### config.mk
export PLATFORM = sky130hd
export DESIGN_NAME = ex_stage_flat
export DESIGN_NICKNAME = d
export VERILOG_FILES = /design/src/rtl/cpu_defs.sv /design/src/rtl/ex_stage_if.sv /design/src/rtl/mul_iter.sv /design/src/rtl/ex_stage.sv /design/src/flat_wrapper.sv
export SDC_FILE = /design/constraint.sdc
export NUM_CORES = 1
export LEC_CHECK = 0
export BUFFER_PORTS_ARGS = -buffer_cell sky130_fd_sc_hd__buf_2
export CORE_ASPECT_RATIO = 0.5
export CORE_MARGIN = 2
export CORE_UTILIZATION = 45
export CTS_CLUSTER_DIAMETER = 30
export DETAILED_ROUTE_END_ITERATION = 10
export PLACE_DENSITY = 0.67
export SLEW_MARGIN = 20
export SYNTH_ARGS = -nofsm -noshare
export SYNTH_HDL_FRONTEND = slang
export SYNTH_SLANG_ARGS = --single-unit
### constraint.sdc
create_clock -name clk -period 8 [get_ports clk]
set_input_delay 0.8 -clock clk [delete_from_list [all_inputs] [get_ports clk]]
set_output_delay 0.8 -clock clk [all_outputs]
set_load 0.005 [all_outputs]
### src/rtl/cpu_defs.sv
// Shared encodings for the execute stage: ALU op select, PC source select, EX FSM states.
// Latency: none (declarations only).
// Backpressure: none (declarations only).
package cpu_defs;

    localparam logic [2:0] ALU_AND = 3'b000;
    localparam logic [2:0] ALU_OR  = 3'b001;
    localparam logic [2:0] ALU_ADD = 3'b010;
    localparam logic [2:0] ALU_MUL = 3'b011;
    localparam logic [2:0] ALU_SUB = 3'b110;
    localparam logic [2:0] ALU_SLT = 3'b111;

    localparam logic [1:0] PC_SEQ = 2'b00;
    localparam logic [1:0] PC_BEQ = 2'b01;
    localparam logic [1:0] PC_J   = 2'b10;

    typedef enum logic [1:0] {
        S_IDLE = 2'd0,
        S_BUSY = 2'd1,
        S_DONE = 2'd2
    } ex_state_t;

    // One EX/MEM pipeline register entry; all-zero is a bubble.
    typedef struct packed {
        logic [31:0] alu_result;
        logic [31:0] write_data;
        logic [4:0]  write_reg;
        logic        reg_write;
        logic        mem_read;
        logic        mem_write;
        logic        mem_to_reg;
        logic        taken;
        logic [31:0] target;
    } exmem_t;

endpackage

### src/rtl/ex_stage_if.sv
// Bundle of ID/EX inputs, WB forwarding inputs, flush/stall and EX/MEM outputs.
// Latency: wires only.
// Backpressure: Stall travels from the slave (EX) back to the master (ID side).
interface ex_stage_if;

    logic [31:0] PCPlus4;
    logic [31:0] ReadDataRF0;
    logic [31:0] ReadDataRF1;
    logic [31:0] SignExtended;
    logic [4:0]  Rs;
    logic [4:0]  Rt;
    logic [4:0]  Rd;
    logic [25:0] JumpAddress;
    logic        RegWrite;
    logic        MemRead;
    logic        MemWrite;
    logic        MemToReg;
    logic        RegDst;
    logic        ALUSrc;
    logic [2:0]  ALUControl;
    logic [1:0]  PCSrc;
    logic        WBRegWrite;
    logic [4:0]  WBWriteReg;
    logic [31:0] WBWriteData;
    logic        Flush;

    logic        Stall;
    logic [31:0] ALUResultOut;
    logic [31:0] WriteDataOut;
    logic [4:0]  WriteRegOut;
    logic        RegWriteOut;
    logic        MemReadOut;
    logic        MemWriteOut;
    logic        MemToRegOut;
    logic        TakenOut;
    logic [31:0] TargetOut;

    modport master (
        output PCPlus4, ReadDataRF0, ReadDataRF1, SignExtended, Rs, Rt, Rd, JumpAddress,
               RegWrite, MemRead, MemWrite, MemToReg, RegDst, ALUSrc, ALUControl, PCSrc,
               WBRegWrite, WBWriteReg, WBWriteData, Flush,
        input  Stall, ALUResultOut, WriteDataOut, WriteRegOut, RegWriteOut, MemReadOut,
               MemWriteOut, MemToRegOut, TakenOut, TargetOut
    );

    modport slave (
        input  PCPlus4, ReadDataRF0, ReadDataRF1, SignExtended, Rs, Rt, Rd, JumpAddress,
               RegWrite, MemRead, MemWrite, MemToReg, RegDst, ALUSrc, ALUControl, PCSrc,
               WBRegWrite, WBWriteReg, WBWriteData, Flush,
        output Stall, ALUResultOut, WriteDataOut, WriteRegOut, RegWriteOut, MemReadOut,
               MemWriteOut, MemToRegOut, TakenOut, TargetOut
    );

endinterface

### src/rtl/mul_iter.sv
// Radix-2 shift-add multiplier, low 32 bits of the unsigned product.
// Latency: 32 steps after the start edge; done is high during the final step.
// Backpressure: none; abort cancels a run synchronously, start is ignored while aborting.
module mul_iter (
    input  logic        clk,
    input  logic        rst,
    input  logic        start,
    input  logic        abort,
    input  logic [31:0] a,
    input  logic [31:0] b,
    output logic        busy,
    output logic        done,
    output logic [31:0] product
);

    logic [31:0] a_q;
    logic [31:0] b_q;
    logic [31:0] acc_q;
    logic [4:0]  cnt_q;
    logic        busy_q;

    // Operand latch on start, then one shift-add step per cycle for 32 cycles.
    always_ff @(posedge clk or negedge rst) begin
        if (!rst) begin
            a_q    <= '0;
            b_q    <= '0;
            acc_q  <= '0;
            cnt_q  <= '0;
            busy_q <= 1'b0;
        end else if (abort) begin
            cnt_q  <= '0;
            busy_q <= 1'b0;
        end else if (start) begin
            a_q    <= a;
            b_q    <= b;
            acc_q  <= '0;
            cnt_q  <= '0;
            busy_q <= 1'b1;
        end else if (busy_q) begin
            if (b_q[0]) begin
                acc_q <= acc_q + a_q;
            end
            a_q   <= a_q << 1;
            b_q   <= b_q >> 1;
            cnt_q <= cnt_q + 5'd1;
            if (cnt_q == 5'd31) begin
                busy_q <= 1'b0;
            end
        end
    end

    // done marks the cycle performing step 31, so the product is final after this edge.
    assign busy    = busy_q;
    assign done    = busy_q && (cnt_q == 5'd31);
    assign product = acc_q;

endmodule

### src/rtl/ex_stage.sv
// MIPS execute stage: forwarding, ALU/iterative MUL, beq/j resolution, EX/MEM register.
// Latency: 1 cycle for single-cycle ops; MUL lands 34 cycles after it is presented.
// Backpressure: Stall (combinational) holds upstream for the 33 cycles a MUL occupies EX.
module ex_stage
    import cpu_defs::*;
(
    input  logic      clk,
    input  logic      rst,
    ex_stage_if.slave bus
);

    exmem_t      exmem_q;
    exmem_t      exmem_d;
    exmem_t      exmem_live;
    logic [31:0] fwd_a;
    logic [31:0] fwd_b;
    logic [31:0] b_op;
    logic [31:0] alu_res;
    logic        br_taken;
    logic [31:0] br_target;
    ex_state_t   state;
    ex_state_t   state_nxt;
    logic        stall_raw;
    logic        mul_start;
    logic        mul_busy;
    logic        mul_done;
    logic [31:0] mul_product;

    // Operand forwarding: EX/MEM result beats WB value beats register file; r0 never forwarded.
    always_comb begin
        fwd_a = bus.ReadDataRF0;
        if (exmem_q.reg_write && exmem_q.write_reg != 5'd0 && exmem_q.write_reg == bus.Rs) begin
            fwd_a = exmem_q.alu_result;
        end else if (bus.WBRegWrite && bus.WBWriteReg != 5'd0 && bus.WBWriteReg == bus.Rs) begin
            fwd_a = bus.WBWriteData;
        end
        fwd_b = bus.ReadDataRF1;
        if (exmem_q.reg_write && exmem_q.write_reg != 5'd0 && exmem_q.write_reg == bus.Rt) begin
            fwd_b = exmem_q.alu_result;
        end else if (bus.WBRegWrite && bus.WBWriteReg != 5'd0 && bus.WBWriteReg == bus.Rt) begin
            fwd_b = bus.WBWriteData;
        end
    end

    assign b_op = bus.ALUSrc ? bus.SignExtended : fwd_b;

    // Single-cycle ALU; MUL and unused encodings produce 0 here.
    always_comb begin
        alu_res = '0;
        case (bus.ALUControl)
            ALU_AND: alu_res = fwd_a & b_op;
            ALU_OR:  alu_res = fwd_a | b_op;
            ALU_ADD: alu_res = fwd_a + b_op;
            ALU_SUB: alu_res = fwd_a - b_op;
            ALU_SLT: alu_res = {31'd0, ($signed(fwd_a) < $signed(b_op))};
            default: alu_res = '0;
        endcase
    end

    // Branch/jump resolution; beq compares the forwarded register operands.
    always_comb begin
        br_taken  = 1'b0;
        br_target = '0;
        case (bus.PCSrc)
            PC_BEQ: begin
                if (fwd_a == fwd_b) begin
                    br_taken  = 1'b1;
                    br_target = bus.PCPlus4 + (bus.SignExtended << 2);
                end
            end
            PC_J: begin
                br_taken  = 1'b1;
                br_target = {bus.PCPlus4[31:28], bus.JumpAddress, 2'b00};
            end
            default: begin
                br_taken  = 1'b0;
                br_target = '0;
            end
        endcase
    end

    // EX/MEM entry for the instruction currently held in ID/EX.
    always_comb begin
        exmem_live.alu_result = alu_res;
        exmem_live.write_data = fwd_b;
        exmem_live.write_reg  = bus.RegDst ? bus.Rd : bus.Rt;
        exmem_live.reg_write  = bus.RegWrite;
        exmem_live.mem_read   = bus.MemRead;
        exmem_live.mem_write  = bus.MemWrite;
        exmem_live.mem_to_reg = bus.MemToReg;
        exmem_live.taken      = br_taken;
        exmem_live.target     = br_target;
    end

    mul_iter u_mul (
        .clk     (clk),
        .rst     (rst),
        .start   (mul_start),
        .abort   (bus.Flush),
        .a       (fwd_a),
        .b       (fwd_b),
        .busy    (mul_busy),
        .done    (mul_done),
        .product (mul_product)
    );

    // FSM state register.
    always_ff @(posedge clk or negedge rst) begin
        if (!rst) begin
            state <= S_IDLE;
        end else begin
            state <= state_nxt;
        end
    end

    // Next state, stall and EX/MEM load selection; Flush always wins and loads a bubble.
    always_comb begin
        state_nxt = state;
        stall_raw = 1'b0;
        mul_start = 1'b0;
        exmem_d   = '0;
        case (state)
            S_IDLE: begin
                if (bus.Flush) begin
                    state_nxt = S_IDLE;
                end else if (bus.ALUControl == ALU_MUL) begin
                    stall_raw = 1'b1;
                    mul_start = 1'b1;
                    state_nxt = S_BUSY;
                end else begin
                    exmem_d = exmem_live;
                end
            end
            S_BUSY: begin
                if (bus.Flush) begin
                    state_nxt = S_IDLE;
                end else begin
                    stall_raw = 1'b1;
                    if (mul_done) begin
                        state_nxt = S_DONE;
                    end else if (!mul_busy) begin
                        // Multiplier lost its run without a flush; recover rather than hang.
                        state_nxt = S_IDLE;
                    end
                end
            end
            S_DONE: begin
                // The MUL still sitting in ID/EX retires here and is not restarted.
                state_nxt = S_IDLE;
                if (!bus.Flush) begin
                    exmem_d            = exmem_live;
                    exmem_d.alu_result = mul_product;
                end
            end
            default: begin
                state_nxt = S_IDLE;
            end
        endcase
    end

    // EX/MEM pipeline register.
    always_ff @(posedge clk or negedge rst) begin
        if (!rst) begin
            exmem_q <= '0;
        end else begin
            exmem_q <= exmem_d;
        end
    end

    // Stall is forced low while reset is held so upstream is never frozen in reset.
    assign bus.Stall        = stall_raw & rst;
    assign bus.ALUResultOut = exmem_q.alu_result;
    assign bus.WriteDataOut = exmem_q.write_data;
    assign bus.WriteRegOut  = exmem_q.write_reg;
    assign bus.RegWriteOut  = exmem_q.reg_write;
    assign bus.MemReadOut   = exmem_q.mem_read;
    assign bus.MemWriteOut  = exmem_q.mem_write;
    assign bus.MemToRegOut  = exmem_q.mem_to_reg;
    assign bus.TakenOut     = exmem_q.taken;
    assign bus.TargetOut    = exmem_q.target;

endmodule
### src/flat_wrapper.sv
// flat-port wrapper written by rule: the top's interface ports become plain ports
module ex_stage_flat import cpu_defs::*;
  (clk, rst, bus_PCPlus4, bus_ReadDataRF0, bus_ReadDataRF1, bus_SignExtended, bus_Rs, bus_Rt, bus_Rd, bus_JumpAddress, bus_RegWrite, bus_MemRead, bus_MemWrite, bus_MemToReg, bus_RegDst, bus_ALUSrc, bus_ALUControl, bus_PCSrc, bus_WBRegWrite, bus_WBWriteReg, bus_WBWriteData, bus_Flush, bus_Stall, bus_ALUResultOut, bus_WriteDataOut, bus_WriteRegOut, bus_RegWriteOut, bus_MemReadOut, bus_MemWriteOut, bus_MemToRegOut, bus_TakenOut, bus_TargetOut);
  ex_stage_if bus_i ();
  input  logic clk;
  input  logic rst;
  input wire logic [$bits(bus_i.PCPlus4)-1:0] bus_PCPlus4;
  input wire logic [$bits(bus_i.ReadDataRF0)-1:0] bus_ReadDataRF0;
  input wire logic [$bits(bus_i.ReadDataRF1)-1:0] bus_ReadDataRF1;
  input wire logic [$bits(bus_i.SignExtended)-1:0] bus_SignExtended;
  input wire logic [$bits(bus_i.Rs)-1:0] bus_Rs;
  input wire logic [$bits(bus_i.Rt)-1:0] bus_Rt;
  input wire logic [$bits(bus_i.Rd)-1:0] bus_Rd;
  input wire logic [$bits(bus_i.JumpAddress)-1:0] bus_JumpAddress;
  input wire logic [$bits(bus_i.RegWrite)-1:0] bus_RegWrite;
  input wire logic [$bits(bus_i.MemRead)-1:0] bus_MemRead;
  input wire logic [$bits(bus_i.MemWrite)-1:0] bus_MemWrite;
  input wire logic [$bits(bus_i.MemToReg)-1:0] bus_MemToReg;
  input wire logic [$bits(bus_i.RegDst)-1:0] bus_RegDst;
  input wire logic [$bits(bus_i.ALUSrc)-1:0] bus_ALUSrc;
  input wire logic [$bits(bus_i.ALUControl)-1:0] bus_ALUControl;
  input wire logic [$bits(bus_i.PCSrc)-1:0] bus_PCSrc;
  input wire logic [$bits(bus_i.WBRegWrite)-1:0] bus_WBRegWrite;
  input wire logic [$bits(bus_i.WBWriteReg)-1:0] bus_WBWriteReg;
  input wire logic [$bits(bus_i.WBWriteData)-1:0] bus_WBWriteData;
  input wire logic [$bits(bus_i.Flush)-1:0] bus_Flush;
  output wire logic [$bits(bus_i.Stall)-1:0] bus_Stall;
  output wire logic [$bits(bus_i.ALUResultOut)-1:0] bus_ALUResultOut;
  output wire logic [$bits(bus_i.WriteDataOut)-1:0] bus_WriteDataOut;
  output wire logic [$bits(bus_i.WriteRegOut)-1:0] bus_WriteRegOut;
  output wire logic [$bits(bus_i.RegWriteOut)-1:0] bus_RegWriteOut;
  output wire logic [$bits(bus_i.MemReadOut)-1:0] bus_MemReadOut;
  output wire logic [$bits(bus_i.MemWriteOut)-1:0] bus_MemWriteOut;
  output wire logic [$bits(bus_i.MemToRegOut)-1:0] bus_MemToRegOut;
  output wire logic [$bits(bus_i.TakenOut)-1:0] bus_TakenOut;
  output wire logic [$bits(bus_i.TargetOut)-1:0] bus_TargetOut;
  assign bus_i.PCPlus4 = bus_PCPlus4;
  assign bus_i.ReadDataRF0 = bus_ReadDataRF0;
  assign bus_i.ReadDataRF1 = bus_ReadDataRF1;
  assign bus_i.SignExtended = bus_SignExtended;
  assign bus_i.Rs = bus_Rs;
  assign bus_i.Rt = bus_Rt;
  assign bus_i.Rd = bus_Rd;
  assign bus_i.JumpAddress = bus_JumpAddress;
  assign bus_i.RegWrite = bus_RegWrite;
  assign bus_i.MemRead = bus_MemRead;
  assign bus_i.MemWrite = bus_MemWrite;
  assign bus_i.MemToReg = bus_MemToReg;
  assign bus_i.RegDst = bus_RegDst;
  assign bus_i.ALUSrc = bus_ALUSrc;
  assign bus_i.ALUControl = bus_ALUControl;
  assign bus_i.PCSrc = bus_PCSrc;
  assign bus_i.WBRegWrite = bus_WBRegWrite;
  assign bus_i.WBWriteReg = bus_WBWriteReg;
  assign bus_i.WBWriteData = bus_WBWriteData;
  assign bus_i.Flush = bus_Flush;
  assign bus_Stall = bus_i.Stall;
  assign bus_ALUResultOut = bus_i.ALUResultOut;
  assign bus_WriteDataOut = bus_i.WriteDataOut;
  assign bus_WriteRegOut = bus_i.WriteRegOut;
  assign bus_RegWriteOut = bus_i.RegWriteOut;
  assign bus_MemReadOut = bus_i.MemReadOut;
  assign bus_MemWriteOut = bus_i.MemWriteOut;
  assign bus_MemToRegOut = bus_i.MemToRegOut;
  assign bus_TakenOut = bus_i.TakenOut;
  assign bus_TargetOut = bus_i.TargetOut;
  ex_stage u_core (.clk(clk), .rst(rst), .bus(bus_i));
endmodule
# --- Word-level counts from Yosys, hierarchy flattened ---
# Cells that the tools add are included.
op_classes:
  n_mul: 0
  eq_ne: 17
  reduce_logical: 17
  n_lt_le_gt_ge: 1
  addsub: 5
  n_mux: 40
  shift: 0
  bitwise: 4
  n_div: 0
ops:
  columns: ["op", "count"]
  rows:
  - ["$mux W32", 13]
  - ["$mux W106", 3]
  - ["$pmux W106 S2", 1]
  - ["$pmux W32 S5", 1]
  - ["$add A32 B32 Y32", 3]
  - ["$pmux W32 S2", 1]
  - ["$and A32 B32 Y32", 1]
  - ["$eq A32 B32 Y1", 1]
  - ["$lt A32 B32 Y1", 1]
  - ["$or A32 B32 Y32", 1]
  - ["$sub A32 B32 Y32", 1]
  - ["$eq A5 B5 Y1", 4]
  - ["$mux W5", 4]
  - ["$mux W2", 5]
  - ["$reduce_bool A5 Y1", 2]
  - ["$mux W1", 9]
  - ["$logic_and A1 B1 Y1", 7]
  - ["$eq A3 B2 Y1 const B", 2]
  - ["$eq A3 B3 Y1 const B", 2]
  - ["$add A5 B1 Y5 const B", 1]
  - ["$eq A5 B5 Y1 const B", 1]
  - ["$eq A2 B1 Y1 const B", 2]
  - ["$eq A2 B2 Y1 const B", 2]
  - ["$ne A4 B3 Y1 const B", 1]
  - ["12 further kinds", 15]
word_totals:
  input_bits: 221
  romBits: 0
  register_bits: 210
  wordCells: 99
  ramBits: 0
  n_memories: 0
  latchBits: 0

# --- Logic depth before layout (Yosys ltp) ---
# Gate-level depths: netlist (run 1).
depth:
  depth_word: 11
  ltp_mapped: 23
  ltp_nobuf: 20

# --- By module ---
# From an unflattened synthesis (run 1), not the netlist that was laid out.
unflattened:
  cells_unflattened: 2320
  hier_area_um2: 18626.6
modules_own_cells:
  columns: ["mod", "seq_area_each_um2", "instances", "cells_each", "area_each_um2"]
  rows:
  - ["ex_stage", 2702.6, 1, 1700, 12743.5]
  - ["mul_iter", 2552.4, 1, 620, 5883.1]

# --- Worst setup path after synthesis (run 1) ---
# Ideal clock, no wire load.
synth_timing:
  path_kind: "input -> register"
  start: "input bus_WBWriteReg[0]"
  end: "register u_core.exmem_q (netlist bit u_core.bus.ALUResultOut[31])"
  stages: 18
  arrival_ns: 5.531
  slack_ns: 2.386
  path_buffers: 1
  path_cell_list: "or4_4 -> o211ai_1 -> clkbuf_1 -> o21ai_1 -> a31o_2 -> o21ai_0 -> inv_1 -> ha_1 -> o311a_1 -> or4_1 -> a21oi_1 -> o21ai_1 -> a221oi_1 -> o221ai_1 -> a311oi_1 -> o21ai_0 -> o311a_1 -> o21ai_0"
synth_rtl:
  columns: ["item", "line_no", "rtl"]
  rows:
  - ["start, declared", "flat_wrapper.sv:24", "input wire logic [$bits(bus_i.WBWriteReg)-1:0] bus_WBWriteReg;"]
  - ["end signal, assigned", "ex_stage.sv:166", "exmem_q <= exmem_d;"]
  - ["end, declared", "ex_stage.sv:12", "exmem_t exmem_q;"]

==> results of run 1 <==
## layer usage
metal	track usage [%]	part of all wire, %	vias up
met5	0	0	-
met4	12.2	3.4	0
met3	8.76	11	165
met2	49.5	42	974
met1	49.3	45	9118
li1	-	-	8707
## worst paths after layout
path / start / endpoint / slack [ns] / cells past startpoint
worst max register to register: u_core.bus.WriteRegOut[1] / u_core.bus.ALUResultOut[24] / 1.58 / 20
worst min register to register: u_core.u_mul.b_q[31] / u_core.u_mul.b_q[31] / 0.54 / 2
max in group asynchronous: rst / u_core.bus.TargetOut[6] / 6.31 / 2
worst max-delay path: u_core.bus.WriteRegOut[1] / u_core.bus.ALUResultOut[24] / 1.58 / 20
min in group clk: bus_MemRead / u_core.bus.MemReadOut / 0.47 / 3
worst min-delay path: rst / u_core.u_mul.cnt_q[2] / 0.22 / 1
## power by group
part | leakage [nW] | switching, mW | internal (mW) | total, mW
clock network | 0.771 | 0.715 | 1.27 | 1.98
logic | 7.41 | 0.994 | 0.676 | 1.67
registers | 2.76 | 0.180 | 1.24 | 1.42
total | 10.9 | 1.89 | 3.19 | 5.07
## through the flow
| step | total power [mW] | setup WS [ns] | std cells |
|---|---|---|---|
| after global routing | 5.34 | 1.36 | 3164 |
| final | 5.07 | 1.58 | 3164 |
| after floorplan | 2.54 | 2.39 | 2307 |
| after CTS | 5.05 | 1.90 | 3158 |
| after detailed placement | 3.05 | 1.49 | 3076 |
| after global placement | 3.03 | 1.61 | 3076 |
## synth_stat cells, drive strengths merged, types with 13 or more instances
| cell type | n | share of area, % |
|---|---|---|
| o221ai | 13 | 0.62 |
| buf | 32 | 1.0 |
| mux2i | 83 | 4.5 |
| nor2 | 213 | 4.4 |
| o21ai | 206 | 5.7 |
| nand2 | 316 | 6.5 |
| xnor2 | 101 | 4.8 |
| nand2b | 20 | 0.68 |
| ha | 174 | 12 |
| nor3 | 47 | 1.3 |
| nor4 | 14 | 0.48 |
| a22oi | 33 | 1.3 |
| and3 | 22 | 0.75 |
| a31oi | 56 | 2.1 |
| clkbuf | 95 | 1.9 |
| xor2 | 35 | 1.7 |
| dfrtp | 210 | 29 |
| a31o | 32 | 1.5 |
| o21bai | 21 | 0.86 |
| o22ai | 16 | 0.54 |
| a21oi | 127 | 3.4 |
| a21o | 48 | 2.0 |
| inv | 142 | 2.9 |
| nand3 | 61 | 1.7 |
## worst reg2reg max path: stages (launching register included)
cell and delay (ns):
dfrtp_1 0.43, or4_4 0.58, o211ai_2 0.54, or2_2 0.46, buf_4 0.46, nor2_1 0.12
a31o_2 0.26, o21ai_0 0.59, ha_1 0.44, nor2b_1 0.24, o21ai_0 0.12, a21oi_1 0.17
nor2_1 0.07, o31ai_1 0.28, a2111oi_0 0.13, a2111oi_0 0.42, buf_4 0.22, nor2_1 0.04
o311ai_0 0.36, xnor2_1 0.18, o221ai_1 0.14
## registers in the layout, summed over array words and instances (netlist names), 2 cells and up
name,cells
u_core.bus.ALUResultOut,32
u_core.bus.TargetOut,32
u_core.bus.WriteDataOut,32
u_core.u_mul.a_q,32
u_core.u_mul.b_q,32
u_core.u_mul.product,32
u_core.bus.WriteRegOut,5
u_core.u_mul.cnt_q,5
u_core.state,2
## cell families (layout without fill, tap and decap cells)
group	Yosys count	after routing	synth area share [%]
and+or+nand+nor	763	763	18.7
AOI/OAI and AO/OA	655	655	23.0
buffers and inverters	270	581	5.89
DFF	210	210	28.5
adders and majority gates	178	178	12.2
xor gates and xnor gates	136	136	6.46
muxes	95	95	5.26
other	0	6	0
## cell type report
cell class | instances | area share [%]
multi-input combinational | 1827 | 54.9
sequential | 210 | 23.8
timing repair buffer | 356 | 8.45
clock buffer | 49 | 5.26
tap | 540 | 3.06
inverter | 143 | 2.43
clock inverter | 33 | 1.97
antenna | 6 | 0.0681
==> reports/qor.txt, run 1 <==
Post_cts resized: 0
Number of I/O pins: 328
Area growth syn-to-layout: 19.7%
Area of the multi-input gates: 12100 sq um
Commonest non-fill, non-tap cell in the layout: buf_2
Die X-Extent: 290 um
Most frequent cells in the layout: buf_2 (326), nand2_1 (314), nor2_1 (211), dfrtp_1 (210), o21ai_0 (184)
Leakage power: 10.9 nW
Nets: 2981
WHS: 0.222 ns
DP Area: 20400 sq um
Status: finished clean
Post-Syn Area per Cell: 7.99 sq um
Routed via count: 19000
Die span in y: 147 um
Most used cell, CP: nor2_1
Worst vdd ir: 0.149 mV
Placer Congestion: 1.08
Slowest cell on crit path: o21ai_0
Slew margin rel.: 16.7%
Detailed Routing Iterations Pass 1: 6
Worst setup EP type: flop
Post-CTS Hold Buffers: 0
Clock transition at the registers of the reported paths: 0.06 ns
Worst-path fanout max: 41
Post-CTS setup buffers: 0
Wirelength per Cell: 23.6 um
Fill count: 3825
Finished Cell Area: 22100 sq um
Bufs and invs on worst path: 2
Tot GR Track Use: 34.3%
H-tree Lvls: 2
Die ar.: 42700 sq um
Required @ worst endpoint: 8.39 ns
CP Launch Type: flop
First-pass GRT wire length: 112 mm
CTS Buf Count: 44
Post-synth cell types: 85
Row Count: 52
Final setup viols: 0
Share of layout cells above drive strength 1: 19.8%
EDFF count, synth: 0
Final hold vios: 0
Setup Skew: 0.0255 ns
Max-slew violations: 0
CP Class: reg -> reg
CP arrival: 6.81 ns
Slew @ Worst Pin: 1.24 ns
Routed vias/inst: 5.99
Clk buf depth: 3
Crit-path max cell delay: 0.59 ns
Mapped Nets: 2706
Class of the worst hold path: in -> async
Vias in the first global route: 17800
Sequential share of the synthesized area: 28.5%
Initial antenna violation count: 6
Max Cap Viol: 0
Initial DRC count: 1969
RSZ-0062 raised after global routing: false
Largest net degree at the start of global routing: 76
CTS tree: done
DRC errors left: 0
Sinks on Clock Net: 210
IO Port Bufs: 327
Final period utilization: 80.2%
Async S/R FF share, synth: 100%
Total gr overflow: 0
Post-Route Utilization: 54.6%
Primary FF master, synth: dfrtp_1
FF+latch count, synth: 210
P per Cell Area: 230 nW/um^2
ANT nets after route: 0
Total Wirelength: 74.7 mm
Worst path top cell family by delay: compound AO/OA/AOI/OAI gates
Core ar.: 40400 sq um
Cell chain of the critical path: or4_4 > o211ai_2 > or2_2 > buf_4 > nor2_1 > a31o_2 > o21ai_0 > ha_1 > nor2b_1 > o21ai_0 > a21oi_1 > nor2_1 > o31ai_1 > a2111oi_0 > a2111oi_0 > buf_4 > nor2_1 > o311ai_0 > xnor2_1 > o221ai_1
Cell Area, Synth: 18400 sq um
Minimum clock period: 6.42 ns
Yosys warning count: 0
Clk root buf: clkbuf_16
Register area: 5260 sq um
Worst skew pair latency: 0.56 ns
Fmax: 0.156 GHz
Dpl hpwl: 57.2 mm
Initial Util: 45.6%
Post-synthesis instance total: 2307
TNS Setup: 0 ns
Power figures use the tool's default switching activity.
==> inputs of run 2 (changes only) <==
--- a/config.mk
+++ b/config.mk
@@ -11,7 +11,7 @@
 export CORE_UTILIZATION = 45
 export CTS_CLUSTER_DIAMETER = 30
 export DETAILED_ROUTE_END_ITERATION = 10
-export PLACE_DENSITY = 0.67
+export PLACE_DENSITY = 0.69
 export SLEW_MARGIN = 20
 export SYNTH_ARGS = -nofsm -noshare
 export SYNTH_HDL_FRONTEND = slang
==> constraint.sdc (replaced) <==
create_clock -name clk -period 5.71 [get_ports clk]
set_input_delay 0.571 -clock clk [delete_from_list [all_inputs] [get_ports clk]]
set_output_delay 0.571 -clock clk [all_outputs]
set_load 0.005 [all_outputs]
==> run 2 against run 1 <==
Combinational power rose by 47%; register-to-register slack worse by 1.3 ns; sequential power rose by 40%; clock power is 32% higher; critical endpoint is now u_core.bus.ALUResultOut[28]; cell count increased by 3.1%; clock skew fell by 0.0027 ns; fmax is 19% higher; design area rose by 3.1%; die area is the same; flip-flop and latch count did not move.
==> reports/qor.txt, run 2 (synthesis gave the netlist of run 1 again) <==
Row Count: 52
Slew @ Worst Pin: 1.26 ns
Initial Util: 45.6%
Max-slew violations: 0
DRC errors left: 0
Worst-path fanout max: 31
Routed vias/inst: 5.95
Die span in y: 147 um
First-pass GRT wire length: 114 mm
Final hold vios: 0
Initial antenna violation count: 5
Total Wirelength: 77.3 mm
Most frequent cells in the layout: buf_2 (326), nand2_1 (314), nor2_1 (210), dfrtp_1 (210), o21ai_0 (186)
Vias in the first global route: 18200
Worst path top cell family by delay: compound AO/OA/AOI/OAI gates
CP Launch Type: flop
H-tree Lvls: 2
Leakage power: 11.4 nW
Nets: 3086
Worst vdd ir: 0.195 mV
Slew margin rel.: 14.8%
Area growth syn-to-layout: 23.4%
CP arrival: 5.83 ns
Clock transition at the registers of the reported paths: 0.05 ns
Max Cap Viol: 0
Required @ worst endpoint: 6.16 ns
Wirelength per Cell: 23.7 um
CTS tree: done
Pre-CTS WS: 0.226 ns
Fmax: 0.186 GHz
Die X-Extent: 290 um
Clk buf depth: 3
Bufs and invs on worst path: 2
Commonest non-fill, non-tap cell in the layout: buf_2
Worst setup EP type: flop
Fill count: 3851
Die ar.: 42700 sq um
Tot GR Track Use: 35.2%
ANT nets after route: 0
Final worst slack: 0.323 ns
Placer Congestion: 1.02
Post-CTS setup buffers: 0
Post-CTS Hold Buffers: 0
Minimum clock period: 5.39 ns
Worst skew pair latency: 0.55 ns
Detailed Routing Iterations Pass 1: 6
Number of I/O pins: 328
P per Cell Area: 311 nW/um^2
Crit-path max cell delay: 0.52 ns
Dpl hpwl: 60.4 mm
Routed via count: 19400
Slowest cell on crit path: or4_4
Initial DRC count: 2101
Status: finished clean
IO Port Bufs: 327
Total gr overflow: 0
Final period utilization: 94.3%
Placed insts: 3181
Post_cts resized: 0
Sinks on Clock Net: 210
Non-Filler Instances: 3263
TNS Setup: 0 ns
CP Class: reg -> reg
Share of layout cells above drive strength 1: 22.7%
Clk root buf: clkbuf_16
Largest net degree at the start of global routing: 99
Cell chain of the critical path: or4_4 > o211ai_2 > or2_2 > buf_4 > nor2_1 > a31o_2 > o21ai_0 > ha_1 > nor2b_1 > o21ai_0 > a21oi_1 > nor2_1 > o31ai_1 > a2111oi_0 > a2111oi_0 > buf_4 > nor3_1 > or2_2 > mux2_2 > a31oi_1
Core ar.: 40400 sq um
Final setup viols: 0
Class of the worst hold path: in -> async
CTS Buf Count: 44
RSZ-0062 raised after global routing: false
Setup Skew: 0.0228 ns
==> run 2: final timing paths <==
kind / from / to / slack, ns / cells past startpoint
max in group asynchronous: rst / u_core.u_mul.b_q[11] / 4.31 / 2
max: u_core.bus.WriteRegOut[3] / u_core.bus.ALUResultOut[28] / 0.32 / 20
min reg2reg: u_core.u_mul.b_q[31] / u_core.u_mul.b_q[31] / 0.52 / 2
min in group clk: bus_RegWrite / u_core.bus.RegWriteOut / 0.24 / 3
max reg2reg: u_core.bus.WriteRegOut[3] / u_core.bus.ALUResultOut[28] / 0.32 / 20
min: rst / u_core.u_mul.product[1] / 0.09 / 1
==> run 2: per-layer routing <==
layer | track usage [%] | up-vias | share of wire, %
li1 | - | 8896 | -
met1 | 50.9 | 9404 | 44
met2 | 51.8 | 994 | 42
met3 | 8.18 | 137 | 11
met4 | 11.1 | 0 | 3.1
met5 | 0 | - | 0
==> run 2: metrics by stage <==
stage | hold WS, ns | power, mW | utilization, % | area, sq um
final | 0.0884 | 7.06 | 56.3 | 22700
after global routing | 0.142 | 7.41 | 56.3 | 22700
after CTS | 0.122 | 7.03 | 56.2 | 22700
after detailed placement | 0.512 | 4.40 | 52.6 | 21200
after global placement | 0.485 | 4.37 | 52.6 | 21200
after floorplan | 0.275 | 3.55 | - | 18400
==> run 2: report_power, final <==
group / internal, mW / switching [mW]
clock: 1.67 / 0.940
sequential: 1.74 / 0.252
combinational: 1.03 / 1.44
total: 4.43 / 2.63
==> run 2: area by class of cell <==
type | count | area (sq um) | share of cell area (%)
clock inverters | 26 | 297 | 1.30
well taps | 540 | 676 | 2.97
diodes | 4 | 10.0 | 0.0440
flip-flops and latches | 210 | 5260 | 23.1
multi-input cells | 1827 | 12100 | 53.3
repair buffers | 461 | 2670 | 11.7
inverters | 143 | 537 | 2.36
clock buffers | 52 | 1170 | 5.16
